==> src/rtl/rom_loader.sv <==
// Download-side ROM loader: captures the MRA header, packs payload bytes
// into big-endian words and streams them to SDRAM through a small FIFO.
module rom_loader #(
  parameter int HDR_BYTES  = 2,
  parameter int FIFO_DEPTH = 4,
  parameter int AW         = 24
) (
  input  logic          clk_sys,
  input  logic          reset_n,
  input  logic          ioctl_download,
  input  logic          ioctl_wr,
  input  logic [24:0]   ioctl_addr,
  input  logic [7:0]    ioctl_dout,
  output logic [3:0]    pcb,
  output logic          tate,
  output logic [7:0]    brd,
  output logic          hdr_valid,
  output logic          sdram_req,
  input  logic          sdram_ack,
  output logic [AW-1:0] sdram_addr,
  output logic [15:0]   sdram_data,
  output logic [1:0]    sdram_be,
  output logic          busy,
  output logic          rom_loaded,
  output logic          overflow
);

  localparam int PW = $clog2(FIFO_DEPTH);
  localparam int CW = PW + 1;

  typedef enum logic [1:0] {
    IDLE,
    LOAD,
    DRAIN,
    DONE
  } state_t;

  typedef struct packed {
    logic [AW-1:0] addr;
    logic [15:0]   data;
    logic [1:0]    be;
  } word_t;

  state_t        state;
  logic          dl_q;
  logic          dl_p;
  logic          wr_q;
  logic [24:0]   addr_q;
  logic [7:0]    dout_q;

  logic          pend_v;
  logic [7:0]    pend_byte;
  logic [AW-1:0] pend_addr;
  logic          defer_v;
  word_t         defer_w;

  word_t         mem [FIFO_DEPTH];
  logic [PW-1:0] wp;
  logic [PW-1:0] rp;
  logic [CW-1:0] cnt;

  logic          rise;
  logic          fall;
  logic [24:0]   off;
  logic [AW-1:0] waddr;
  logic          is_hdr;
  logic          byte_ev;
  logic          pay_ev;
  logic          match;
  logic          full;
  logic          pop;
  logic          push_v;
  logic          push_ok;
  logic          flush;
  word_t         push_w;
  word_t         pend_w;
  word_t         head;

  assign rise    = dl_q & ~dl_p;
  assign fall    = ~dl_q & dl_p;
  assign off     = addr_q - 25'(HDR_BYTES);
  assign waddr   = AW'(off >> 1);
  assign is_hdr  = addr_q < 25'(HDR_BYTES);
  assign byte_ev = wr_q && (state == LOAD);
  assign pay_ev  = byte_ev && !is_hdr;
  assign match   = pend_v && (pend_addr == waddr);
  assign full    = cnt == CW'(FIFO_DEPTH);
  assign pop     = sdram_ack && sdram_req;
  assign push_ok = push_v && (!full || pop);
  assign head    = mem[rp];
  assign pend_w  = {pend_addr, pend_byte, 8'h00, 2'b10};

  // One push per cycle: a deferred odd byte always wins its slot.
  always_comb begin
    push_v = 1'b0;
    push_w = '0;
    flush  = 1'b0;
    unique case (1'b1)
      defer_v: begin
        push_v = 1'b1;
        push_w = defer_w;
      end
      pay_ev: begin
        push_v = off[0] ? 1'b1 : pend_v;
        if (!off[0] || (pend_v && !match))
          push_w = pend_w;
        else if (match)
          push_w = {waddr, pend_byte, dout_q, 2'b11};
        else
          push_w = {waddr, 8'h00, dout_q, 2'b01};
      end
      (pend_v && (state == DRAIN || (state == LOAD && fall))): begin
        push_v = 1'b1;
        push_w = pend_w;
        flush  = 1'b1;
      end
      default: ;
    endcase
  end

  always_ff @(posedge clk_sys) begin
    if (push_ok)
      mem[wp] <= push_w;
  end

  always_ff @(posedge clk_sys) begin
    if (!reset_n) begin
      state      <= IDLE;
      dl_q       <= 1'b0;
      dl_p       <= 1'b0;
      wr_q       <= 1'b0;
      addr_q     <= '0;
      dout_q     <= '0;
      pcb        <= '0;
      tate       <= 1'b0;
      brd        <= '0;
      hdr_valid  <= 1'b0;
      pend_v     <= 1'b0;
      pend_byte  <= '0;
      pend_addr  <= '0;
      defer_v    <= 1'b0;
      defer_w    <= '0;
      wp         <= '0;
      rp         <= '0;
      cnt        <= '0;
      sdram_req  <= 1'b0;
      sdram_addr <= '0;
      sdram_data <= '0;
      sdram_be   <= '0;
      busy       <= 1'b0;
      rom_loaded <= 1'b0;
      overflow   <= 1'b0;
    end else begin
      dl_q   <= ioctl_download;
      dl_p   <= dl_q;
      wr_q   <= ioctl_wr;
      addr_q <= ioctl_addr;
      dout_q <= ioctl_dout;
      if (rise && (state == IDLE || state == DONE)) begin
        state      <= LOAD;
        busy       <= 1'b1;
        rom_loaded <= 1'b0;
        hdr_valid  <= 1'b0;
        overflow   <= 1'b0;
        pend_v     <= 1'b0;
        defer_v    <= 1'b0;
        wp         <= '0;
        rp         <= '0;
        cnt        <= '0;
        sdram_req  <= 1'b0;
      end else begin
        if (byte_ev && is_hdr) begin
          if (addr_q == 25'd0) begin
            pcb  <= dout_q[3:0];
            tate <= dout_q[7];
          end else if (addr_q == 25'd1) begin
            brd       <= dout_q;
            hdr_valid <= 1'b1;
          end
        end

        if (defer_v) begin
          defer_v <= 1'b0;
        end else if (pay_ev) begin
          if (!off[0]) begin
            pend_v    <= 1'b1;
            pend_byte <= dout_q;
            pend_addr <= waddr;
          end else if (match) begin
            pend_v <= 1'b0;
          end else if (pend_v) begin
            pend_v  <= 1'b0;
            defer_v <= 1'b1;
            defer_w <= {waddr, 8'h00, dout_q, 2'b01};
          end
        end else if (flush) begin
          pend_v <= 1'b0;
        end

        if (push_ok)
          wp <= wp + 1'b1;
        if (push_v && !push_ok)
          overflow <= 1'b1;
        if (pop)
          rp <= rp + 1'b1;
        unique case ({push_ok, pop})
          2'b10:   cnt <= cnt + 1'b1;
          2'b01:   cnt <= cnt - 1'b1;
          default: ;
        endcase

        // Request drops for one cycle after every ack.
        if (pop) begin
          sdram_req <= 1'b0;
        end else if (!sdram_req && cnt != '0) begin
          sdram_req  <= 1'b1;
          sdram_addr <= head.addr;
          sdram_data <= head.data;
          sdram_be   <= head.be;
        end

        case (state)
          LOAD: begin
            if (fall)
              state <= DRAIN;
          end
          DRAIN: begin
            if (cnt == '0 && !sdram_req && !pend_v && !defer_v) begin
              state      <= DONE;
              busy       <= 1'b0;
              rom_loaded <= 1'b1;
            end
          end
          default: ;
        endcase
      end
    end
  end

endmodule

==> config.mk <==
export PLATFORM = sky130hd
export DESIGN_NAME = rom_loader
export DESIGN_NICKNAME = d
export VERILOG_FILES = /design/src/rtl/rom_loader.sv
export SDC_FILE = /design/constraint.sdc
export NUM_CORES = 1
export LEC_CHECK = 0
export ABC_AREA = 1
export CAP_MARGIN = 30
export CORE_ASPECT_RATIO = 2
export CORE_UTILIZATION = 59
export CTS_BUF_LIST = sky130_fd_sc_hd__clkbuf_16
export CTS_CLUSTER_DIAMETER = 120
export CTS_CLUSTER_SIZE = 16
export DETAILED_ROUTE_END_ITERATION = 8
export PLACE_DENSITY = 0.91
export SLEW_MARGIN = 20
export SYNTH_ARGS = -nofsm -noshare
export SYNTH_HDL_FRONTEND = slang
export SYNTH_SLANG_ARGS = --single-unit
==> constraint.sdc <==
create_clock -name clk_sys -period 4.78 [get_ports clk_sys]
set_input_delay 0.956 -clock clk_sys [delete_from_list [all_inputs] [get_ports clk_sys]]
set_output_delay 0.956 -clock clk_sys [all_outputs]
set_load 0.1 [all_outputs]
==> results.md, run 1 <==
* CP dominant cell by count: nand2_1
* Tot GR Track Use at 28.3%
* Arr. time, crit path at 3.88 ns
* Yosys warning total at 0
* Clk slew on worst S/H paths at 0.07 ns
* Syn nets at between 1500 and 2000
* Worst vdd ir at ~0.29 mV
* Worst path slowest cell: o21ai_0
* Worst setup SP type: register
* Setup violators final at 0
* #FFs+latches synth at 340
* Core Region at between 20000 and 25000 um^2
* Status: finished, final reports clean
* Fraction of layout cells with a size suffix above 1 at 5.41%
* Worst Setup End Kind: register
* Pwr dens at approximately 390 nW/um^2
* Relative slew slack at 31.6%
* IO Port Bufs at 97
* Setup TNS at 0 ns
* Post-route ant nets at 0
* CP bufs+invs at 2
* Post-cts sizing count at 0
* Antenna violations before repair at 0
* Max incr delay on CP at 0.52 ns
* Post-CTS Setup Bufs at 0
* HP Class: reg2reg
* Via count at 12100
* Sequential share of the synthesized area at between 50 and 60%
* DP Cell Count at 2099
* H-Tree Depth at 1
* TritonRoute pass-1 iters at 6
* DPL Wire Length at 24.3 mm
* Die X-Extent at 114 um
* Root Buffer: clkbuf_16
* Pleak at 7.13 nW
* Via density at between 5 and 6
* Syn avg cell area at 8.59 um^2
* Cell variety after synth at 34
* Global route overflow at 0
* FMAX at 275 MHz
* Slew @ Worst Pin at 1.02 ns
* Post-synth top area cell: edfxtp_1
* Avg WL per Cell at between 15 and 20 um
* DRC at 0
* Min Tclk post-route at approximately 3.6 ns
* Gpl congestion at 0.945
* Final Power at around 6.5 mW
* Cts hold-fix bufs at 0
* Top-Level Pins at 98
* Max cap viols at 0
* CP Max Fanout at 25
* Detailed Route WL at between 30 and 40 mm
* Largest net degree at the start of global routing at 93
* Area Overhead vs Synth at 13.1%
* Clock skew at between 0.03 and 0.04 ns
* Initial core utilization at 60.4%
* Hold Vio Cnt, Final at 0
* CTS Sinks at 340
* Cell Chain, Critical Path: inv_2, ha_1, nand2_4, nor2_2, nand2_1, nand2_1, nand3_1, nand2_1, inv_1, nor2_1, nand2_1, nor2_2, nand2_4, nand2_2, nand3_2, o21ai_0
* Synth top area share at 33.9%
* Die area at between 20000 and 30000 um^2
* Fin crit share at 76.0%
* Post-Syn Instances at 1732
* Final net count at 1843
* Vert. Die Dim at 227 um
* N_diodes at 0
* Inserted Clock Buffers at 25
* RSZ-0062 raised after global routing: false
* Final Slew Violations at 0
* CTS tree: done
* Kind of critical path: reg2reg
* Vias in the first global route at about 12000
* XOR/XNOR Fraction of Synth Area at 0%
* Clk_lat worst skew at 0.54 ns
* Clock Tree Buf Depth at 3
* Synth Cell Area at approximately 15000 um^2
* Post-synthesis mux area share at 0%
* Compound-Gate Fraction of Synth Area at 13.2%
* Row cnt at approximately 80
* Simple-gate share of the synthesized area at 20.3%
* Post-synthesis adder-cell area fraction at less than 1%
* Worst Path Required at 5.03 ns
* Combinational family with the most area after synthesis: simple AND/OR/NAND/NOR gates
* Synth area leaders: edfxtp_1, dfxtp_1, nand2_1
* First-pass GRT wire length at 57.1 mm
* Cell family with most CP delay: simple AND/OR/NAND/NOR gates
* Final non-filler cell total at roughly 2100
* DRT iter0 DRCs at 1222
==> routing by layer <==
layer  track usage (%)  wire, um
met5                 0         0
met4              16.3      1930
met3              2.59      1970
met2              52.6     19100
met1              30.7     12800
==> metrics by stage <==
stage,worst slack [ns],util [%],hold slack (ns),area [um^2]
after detailed placement,1.19,65.4,0.436,16100
after global placement,1.28,65.4,0.421,16100
final,1.15,68.3,0.442,16800
after global routing,0.844,68.3,0.460,16800
after floorplan,0.950,-,0.407,14900
after CTS,1.18,68.2,0.447,16800
==> worst register-to-register path, stage by stage, from the launching register on <==
cell and delay (ns):
dfxtp_1 0.35, inv_2 0.13, ha_1 0.27, nand2_4 0.14, nor2_2 0.22, nand2_1 0.08
nand2_1 0.10, nand3_1 0.07, nand2_1 0.10, inv_1 0.07, nor2_1 0.09, nand2_1 0.08
nor2_2 0.25, nand2_4 0.15, nand2_2 0.45, nand3_2 0.28, o21ai_0 0.52
==> cell type report <==
class                      instances  area, um^2
tap                              332         415
sequential                       340        8490
fill                            1880        7800
timing repair buffer             120        1160
clock buffer                      25         626
clock inverter                    17        76.3
inverter                         248         931
multi-input combinational       1061        5130
==> cells by family after synthesis <==
logic type,count (synthesis)
DFF,340
adders and majority gates,9
and+or+nand+nor,685
AOI/OAI and AO/OA,367
buffers and inverters,331
==> cells in the mapped netlist (all sizes together) <==
master    n
a211oi   15
a21boi    1
a21oi   105
and2      1
buf      19
clkbuf   64
clkinv    2
dfxtp   172
edfxtp  168
fa        1
ha        8
inv     246
nand2   294
nand3   139
nand4    20
nor2    222
nor3      6
nor4      3
o21ai   180
o22ai    66
==> cells in the final DEF, fill, tap and decap left out, drive strengths merged <==
cell type / instances
nand2: 294
inv: 262
nor2: 222
o21ai: 180
dfxtp: 172
edfxtp: 168
nand3: 139
a21oi: 105
clkdlybuf4s50: 96
o22ai: 66
clkbuf: 25
buf: 24
nand4: 20
a211oi: 15
ha: 8
nor3: 6
clkinv: 3
nor4: 3
and2: 1
a21boi: 1
fa: 1
==> where the power goes <==
| group | leakage [nW] | switching, mW | total [mW] | internal [mW] |
|---|---|---|---|---|
| logic | 3.49 | 1.05 | 1.40 | 0.344 |
| registers | 3.24 | 0.0800 | 3.25 | 3.17 |
| clock network | 0.400 | 0.957 | 1.91 | 0.948 |
==> sequential cells by signal (all words and copies together), names as in the netlist, 3 cells and up <==
| register | flops |
|---|---|
| pend_byte | 8 |
| pend_addr | 24 |
| pcb | 4 |
| dout_q | 8 |
| sdram_addr | 24 |
| brd | 8 |
| cnt | 3 |
| defer_w | 33 |
| addr_q | 25 |
| mem | 168 |
| sdram_data | 16 |
==> worst paths after layout <==
kind / start / endpoint / slack, ns / cells after the start
max: addr_q[1] / mem[2][3] / 1.15 / 16
min: sdram_data[9] / sdram_data[9] / 0.44 / 2
max reg2reg: addr_q[1] / mem[2][3] / 1.15 / 16
min reg2reg: sdram_data[9] / sdram_data[9] / 0.44 / 2
(Power assumes the default switching activity.)
==> run 2, diff against run 1 <==
clock period = 3.65 ns   (was 4.78 ns; I/O delays follow)
==> run 2 against run 1 <==
- global-route usage increased by 1.6 points
- critical path depth unchanged
- combinational power increased by 34%
- via count increased by 2.6%
- power increased by 32%
- sequential power increased by 31%
- cell area increased by 1.2%
==> results.md, run 2 (synthesized netlist as in run 1, its figures left out) <==
* Status: finished, final reports clean
* Worst Path Required at 3.89 ns (-1.14 ns)
* Worst setup SP type: register
* RSZ-0062 raised after global routing: false
* Vias in the first global route at 12200 (+3.5%)
* Root Buffer: clkbuf_16
* CP Max Fanout at 10 (-60%)
* CP bufs+invs at 2 (unchanged)
* HP Class: reg2reg
* Row cnt at 81 (unchanged)
* CP dominant cell by count: nand2_1
* Fraction of layout cells with a size suffix above 1 at 6.03% (+0.62 points)
* Worst path slowest cell: o21ai_0
* Worst Setup End Kind: register
* DP Cell Count at 2112 (+0.62%)
* # fillers at 1839 (-2.2%)
* Global route overflow at 0 (unchanged)
* Tot GR Track Use at 29.9% (+1.6 points)
* N_diodes at 0 (unchanged)
* R2R Setup Slk at 0.25 ns (-0.89 ns)
* IO Port Bufs at 97 (unchanged)
* Cell Chain, Critical Path: inv_2, ha_1, nand2_1, nor2_2, nand2_1, nand2_1, nand2_1, inv_1, nor2_1, nor3_1, nand3_1, nor2_2, nand2_4, nand2_2, nand3_2, o21ai_0
* Kind of critical path: reg2reg
* DRC at 0 (unchanged)
* Arr. time, crit path at 3.63 ns (-0.25 ns)
* Via density at 5.75 (+1.9%)
* Initial core utilization at 60.4% (unchanged)
* Largest net degree at the start of global routing at 86 (-7.5%)
* Avg WL per Cell at 17.5 um (+4.5%)
* Die X-Extent at 114 um (unchanged)
* Final non-filler cell total at 2157 (+0.65%)
* Post-CTS Setup Bufs at 0 (unchanged)
* Inserted Clock Buffers at 25 (unchanged)
* Clock Tree Buf Depth at 3 (unchanged)
* Clk slew on worst S/H paths at 0.07 ns (about the same)
* Most frequent cells in the layout: nand2_1, inv_1, nor2_1
* Area Overhead vs Synth at 14.5%
* Hold Vio Cnt, Final at 0 (unchanged)
* CTS tree: done
* Max incr delay on CP at 0.71 ns (+0.19 ns)
* Hold Slack at 0.428 ns (-0.0143 ns)
* Die area at 25900 um^2 (unchanged)
* Cts hold-fix bufs at 0 (unchanged)
* Core Region at 24600 um^2 (unchanged)
* Worst vdd ir at 0.376 mV (+30%)
* Crit. Startpoint: addr_q[1]
* DPL Wire Length at 26.0 mm (+7.1%)
* Antenna violations before repair at 0 (unchanged)
* TritonRoute pass-1 iters at 6 (unchanged)
* FMAX at 294 MHz (+6.9%)
* Relative slew slack at 33.7% (+2.1 points)
* Max cap viols at 0 (unchanged)
* Post-cts sizing count at 0 (unchanged)
* CTS Sinks at 340 (unchanged)
* Fin crit share at 93.0% (+17 points)
* Detailed Route WL at 37.6 mm (+5.1%)
* Clk_lat worst skew at 0.56 ns (+0.02 ns)
* Min Tclk post-route at 3.40 ns (-0.235 ns)
* RR Startpoint: addr_q[1]
* Pwr dens at 508 nW/um^2 (+31%)
* Cell Area, Placed at 16300 um^2 (+1.4%)
* Most common cell after layout, fill and taps aside: nand2_1
* Clock skew at 0.0171 ns (-0.0186 ns)
* Gpl congestion at 0.910 (-3.8%)
* Final Power at 8.65 mW (+32%)
* Top flop regs: mem (168), defer_w (33), addr_q (25)
* First-pass GRT wire length at 59.7 mm (+4.6%)
* Post-route cell area at 17000 um^2 (+1.2%)
* Final Slew Violations at 0 (unchanged)
* Post-route ant nets at 0 (unchanged)
* Number of flip-flops in the largest register at 168 (unchanged)
* Most flops, register: mem
* Pleak at 7.22 nW (+1.3%)
* Top-Level Pins at 98 (unchanged)
* Via count at 12400 (+2.6%)
* Setup violators final at 0 (unchanged)
* H-Tree Depth at 1 (unchanged)
* HP Start: dl_q
* Vert. Die Dim at 227 um (unchanged)
* Final net count at 1854 (+0.60%)
* Slew @ Worst Pin at 0.991 ns (-0.0309 ns)
* DRT iter0 DRCs at 1345 (+10%)
* Cell family with most CP delay: simple AND/OR/NAND/NOR gates
==> run 2: through the flow <==
step	utilization, %	TNS (ns)	setup slack (ns)
floorplan	-	-30.30	-0.180
global placement	66.1	0	0.370
detailed placement	66.2	0	0.205
CTS	69.2	0	0.178
global route	69.2	0	0.0866
finish	69.2	0	0.254
==> run 2: per-layer routing <==
metal	track usage [%]	share of wire, %	vias to the layer above
met2	55.6	53	641
met5	0	0	-
met1	32.0	34	5724
met3	3.13	6.9	148
li1	-	-	5885
met4	18.2	5.6	0
==> run 2: report_power, final <==
| part | total (mW) | switching, mW | internal (mW) | leakage, nW |
|---|---|---|---|---|
| Combinational | 1.87 | 1.40 | 0.465 | 3.57 |
| Sequential | 4.25 | 0.107 | 4.15 | 3.24 |
| Clock | 2.53 | 1.29 | 1.25 | 0.415 |
| Total | 8.65 | 2.79 | 5.86 | 7.22 |
==> run 2: final cells by class <==
class / count / area [um^2] / share of cell area (%)
tap: 332 / 415 / 2.44
multi-input combinational: 1061 / 5130 / 30.1
timing repair buffer: 131 / 1340 / 7.89
clock buffer: 25 / 626 / 3.67
sequential: 340 / 8490 / 49.8
inverter: 248 / 931 / 5.47
clock inverter: 20 / 92.6 / 0.544
==> run 2: tightest hold or removal path: stages (launching register included) <==
cell	delay, ns
dfxtp_1	0.31
nand2_1	0.05
inv_1	0.03
==> run 2: path summary, 6_finish.rpt <==
path / end / depth (start not counted)
setup / recovery: mem[0][4] / 16
hold / removal: dl_p / 2
setup reg to reg: mem[0][4] / 16
hold reg to reg: dl_p / 2
==> run 3, diff against run 2 <==
SLEW_MARGIN = 30   (was 20)
==> run 3 against run 2 <==
- clock skew is 0.0028 ns higher
- power hardly changed
- wire length is 0.83% higher
- clock-buffer cell count stayed put
- register-to-register slack better by 0.02 ns
- combinational power hardly changed
- critical path depth stayed put
- non-clock buffer count is 1 lower
- utilization is 0.13 points lower
- sequential share of layout area is 0.091 points higher
- sequential cell count stayed put
- via count is 1.1% higher
- critical endpoint unchanged
- largest power group unchanged
==> results.md, run 3 (synthesized netlist as in run 1, its figures left out) <==
* TritonRoute pass-1 iters at 6 (unchanged)
* Detailed Route WL at 38.0 mm (+0.83%)
* HP Class: reg2reg
* Slew @ Worst Pin at 1.01 ns (+0.0234 ns)
* Via count at 12500 (+1.1%)
* Root Buffer: clkbuf_16
* Power share of the clock group at 29.2% (about the same)
* # fillers at 1826 (-0.71%)
* Power share of the combinational group at 21.6% (about the same)
* RSZ-0062 raised after global routing: false
* Core Region at 24600 um^2 (unchanged)
* Post-cts sizing count at 0 (unchanged)
* CP Max Fanout at 10 (unchanged)
* Fin crit share at 92.5% (-0.52 points)
* Worst setup SP type: register
* Die X-Extent at 114 um (unchanged)
* Hold depth at 2 (unchanged)
* Die area at 25900 um^2 (unchanged)
* CTS tree: done
* Clock Tree Buf Depth at 3 (unchanged)
* Cell Area, Placed at 16300 um^2 (-0.17%)
* Largest net degree at the start of global routing at 86 (unchanged)
* Avg WL per Cell at 17.6 um (+0.92%)
* Hold Slack at 0.429 ns (+0.000657 ns)
* Max cap viols at 0 (unchanged)
* Post-route cell area at 17000 um^2 (-0.18%)
* Antenna violations before repair at 0 (unchanged)
* Pleak at 7.20 nW (-0.26%)
* Via density at 5.81 (+1.2%)
* Clk_lat worst skew at 0.54 ns (-0.02 ns)
* IO Port Bufs at 97 (unchanged)
* Gpl congestion at 0.910 (unchanged)
* Clk slew on worst S/H paths at 0.07 ns (about the same)
* Area Overhead vs Synth at 14.3%
* Initial core utilization at 60.4% (unchanged)
* Most common cell after layout, fill and taps aside: nand2_1
* FMAX at 296 MHz (+0.57%)
* Setup TNS at 0 ns (unchanged)
* Post-CTS Setup Bufs at 0 (unchanged)
* Worst vdd ir at 0.342 mV (-9.3%)
* Arr. time, crit path at 3.61 ns (-0.02 ns)
* Final net count at 1853 (-0.054%)
* Most frequent cells in the layout: nand2_1, inv_1, nor2_1
* Pwr dens at 509 nW/um^2 (+0.14%)
* Internal Power at 5.86 mW (about the same)
* Most flops, register: mem
* Final Power at 8.65 mW (about the same)
* Switch share at 32.3% (about the same)
* Tot GR Track Use at 30.0% (+0.13 points)
* Vert. Die Dim at 227 um (unchanged)
* Row cnt at 81 (unchanged)
* Worst Path Required at 3.88 ns (about the same)
* Sw power at 2.79 mW (-0.12%)
* H-Tree Depth at 1 (unchanged)
* DPL Wire Length at 26.1 mm (+0.44%)
* Global route overflow at 0 (unchanged)
* Top flop regs: mem (168), defer_w (33), addr_q (25)
* Worst Setup End Kind: register
* Status: finished, final reports clean
* DRT iter0 DRCs at 1348 (+0.22%)
* Cell count of the worst reg-to-reg path at 16 (unchanged)
* Kind of critical path: reg2reg
* Final Slew Violations at 0 (unchanged)
* Top-Level Pins at 98 (unchanged)
* Sequential Power Share at 49.2% (about the same)
* Post-route ant nets at 0 (unchanged)
* CTS Sinks at 340 (unchanged)
* R2R Setup Slk at 0.27 ns (+0.02 ns)
* DRC at 0 (unchanged)
* Vias in the first global route at 12300 (+0.63%)
* Setup violators final at 0 (unchanged)
* Clock skew at 0.0198 ns (+0.00276 ns)
* Fraction of layout cells with a size suffix above 1 at 6.03% (+0.0066 points)
* First-pass GRT wire length at 60.1 mm (+0.53%)
* Min Tclk post-route at 3.38 ns (-0.0191 ns)
* Inserted Clock Buffers at 25 (unchanged)
* N_diodes at 0 (unchanged)
* Number of flip-flops in the largest register at 168 (unchanged)
* Relative slew slack at 31.6% (-2.1 points)
* Cts hold-fix bufs at 0 (unchanged)
* Hold Vio Cnt, Final at 0 (unchanged)
[run 3: changes by cell type in the layout (fill, tap and decap cells not counted)]
cell / previous run / this run
inv_1: 261 / 259
buf_16: 1 / 0
inv_2: 3 / 4
[run 3: final timing paths]
path / start / to
setup / recovery: addr_q[1] / mem[0][4]
hold / removal: dl_q / dl_p
setup reg to reg: addr_q[1] / mem[0][4]
hold reg to reg: dl_q / dl_p
[run 3: worst max-delay path, cell delays in order, from the launching register on]
cell	delay, ns
dfxtp_1	0.34
inv_2	0.13
ha_1	0.27
nand2_1	0.14
nor2_2	0.22
nand2_1	0.11
nand2_1	0.07
nand2_1	0.12
inv_1	0.11
nor2_1	0.04
nor3_1	0.16
nand3_1	0.13
nor2_2	0.16
nand2_4	0.13
nand2_2	0.11
nand3_2	0.14
o21ai_0	0.70
[run 3: final cells by class]
type                    instances  area (um^2)  share of cell area, %
clock buffers                  25          626                   3.68
inverters                     248          931                   5.48
flip-flops and latches        340         8490                   49.9
repair buffers                130         1320                   7.74
clock inverters                19         88.8                  0.523
well taps                     332          415                   2.44
multi-input cells            1061         5130                   30.2
[run 3: through the flow]
| stage | setup slack (ns) | std cells | utilization (%) |
|---|---|---|---|
| after global routing | 0.0240 | 2155 | 69.0 |
| after CTS | 0.241 | 2155 | 69.0 |
| final | 0.274 | 2155 | 69.0 |
| after global placement | 0.370 | 2111 | 66.1 |
| after detailed placement | 0.235 | 2111 | 66.1 |
| after floorplan | -0.180 | 1732 | - |
[run 3: layer usage]
layer	routed length (um)	global-route usage, %	up-vias
li1	-	-	5881
met1	12900	31.9	5800
met2	20000	55.3	691
met3	2790	3.56	159
met4	2270	19.2	0
met5	0	0	-
[run 3: power groups by stage]
stage	clock network [mW]	logic (mW)	registers, mW
final	2.53	1.87	4.25
after global routing	2.68	1.99	4.27
after CTS	2.54	1.86	4.26
after detailed placement	0	1.85	4.34
after global placement	0	1.82	4.33
after floorplan	0	0.653	5.04
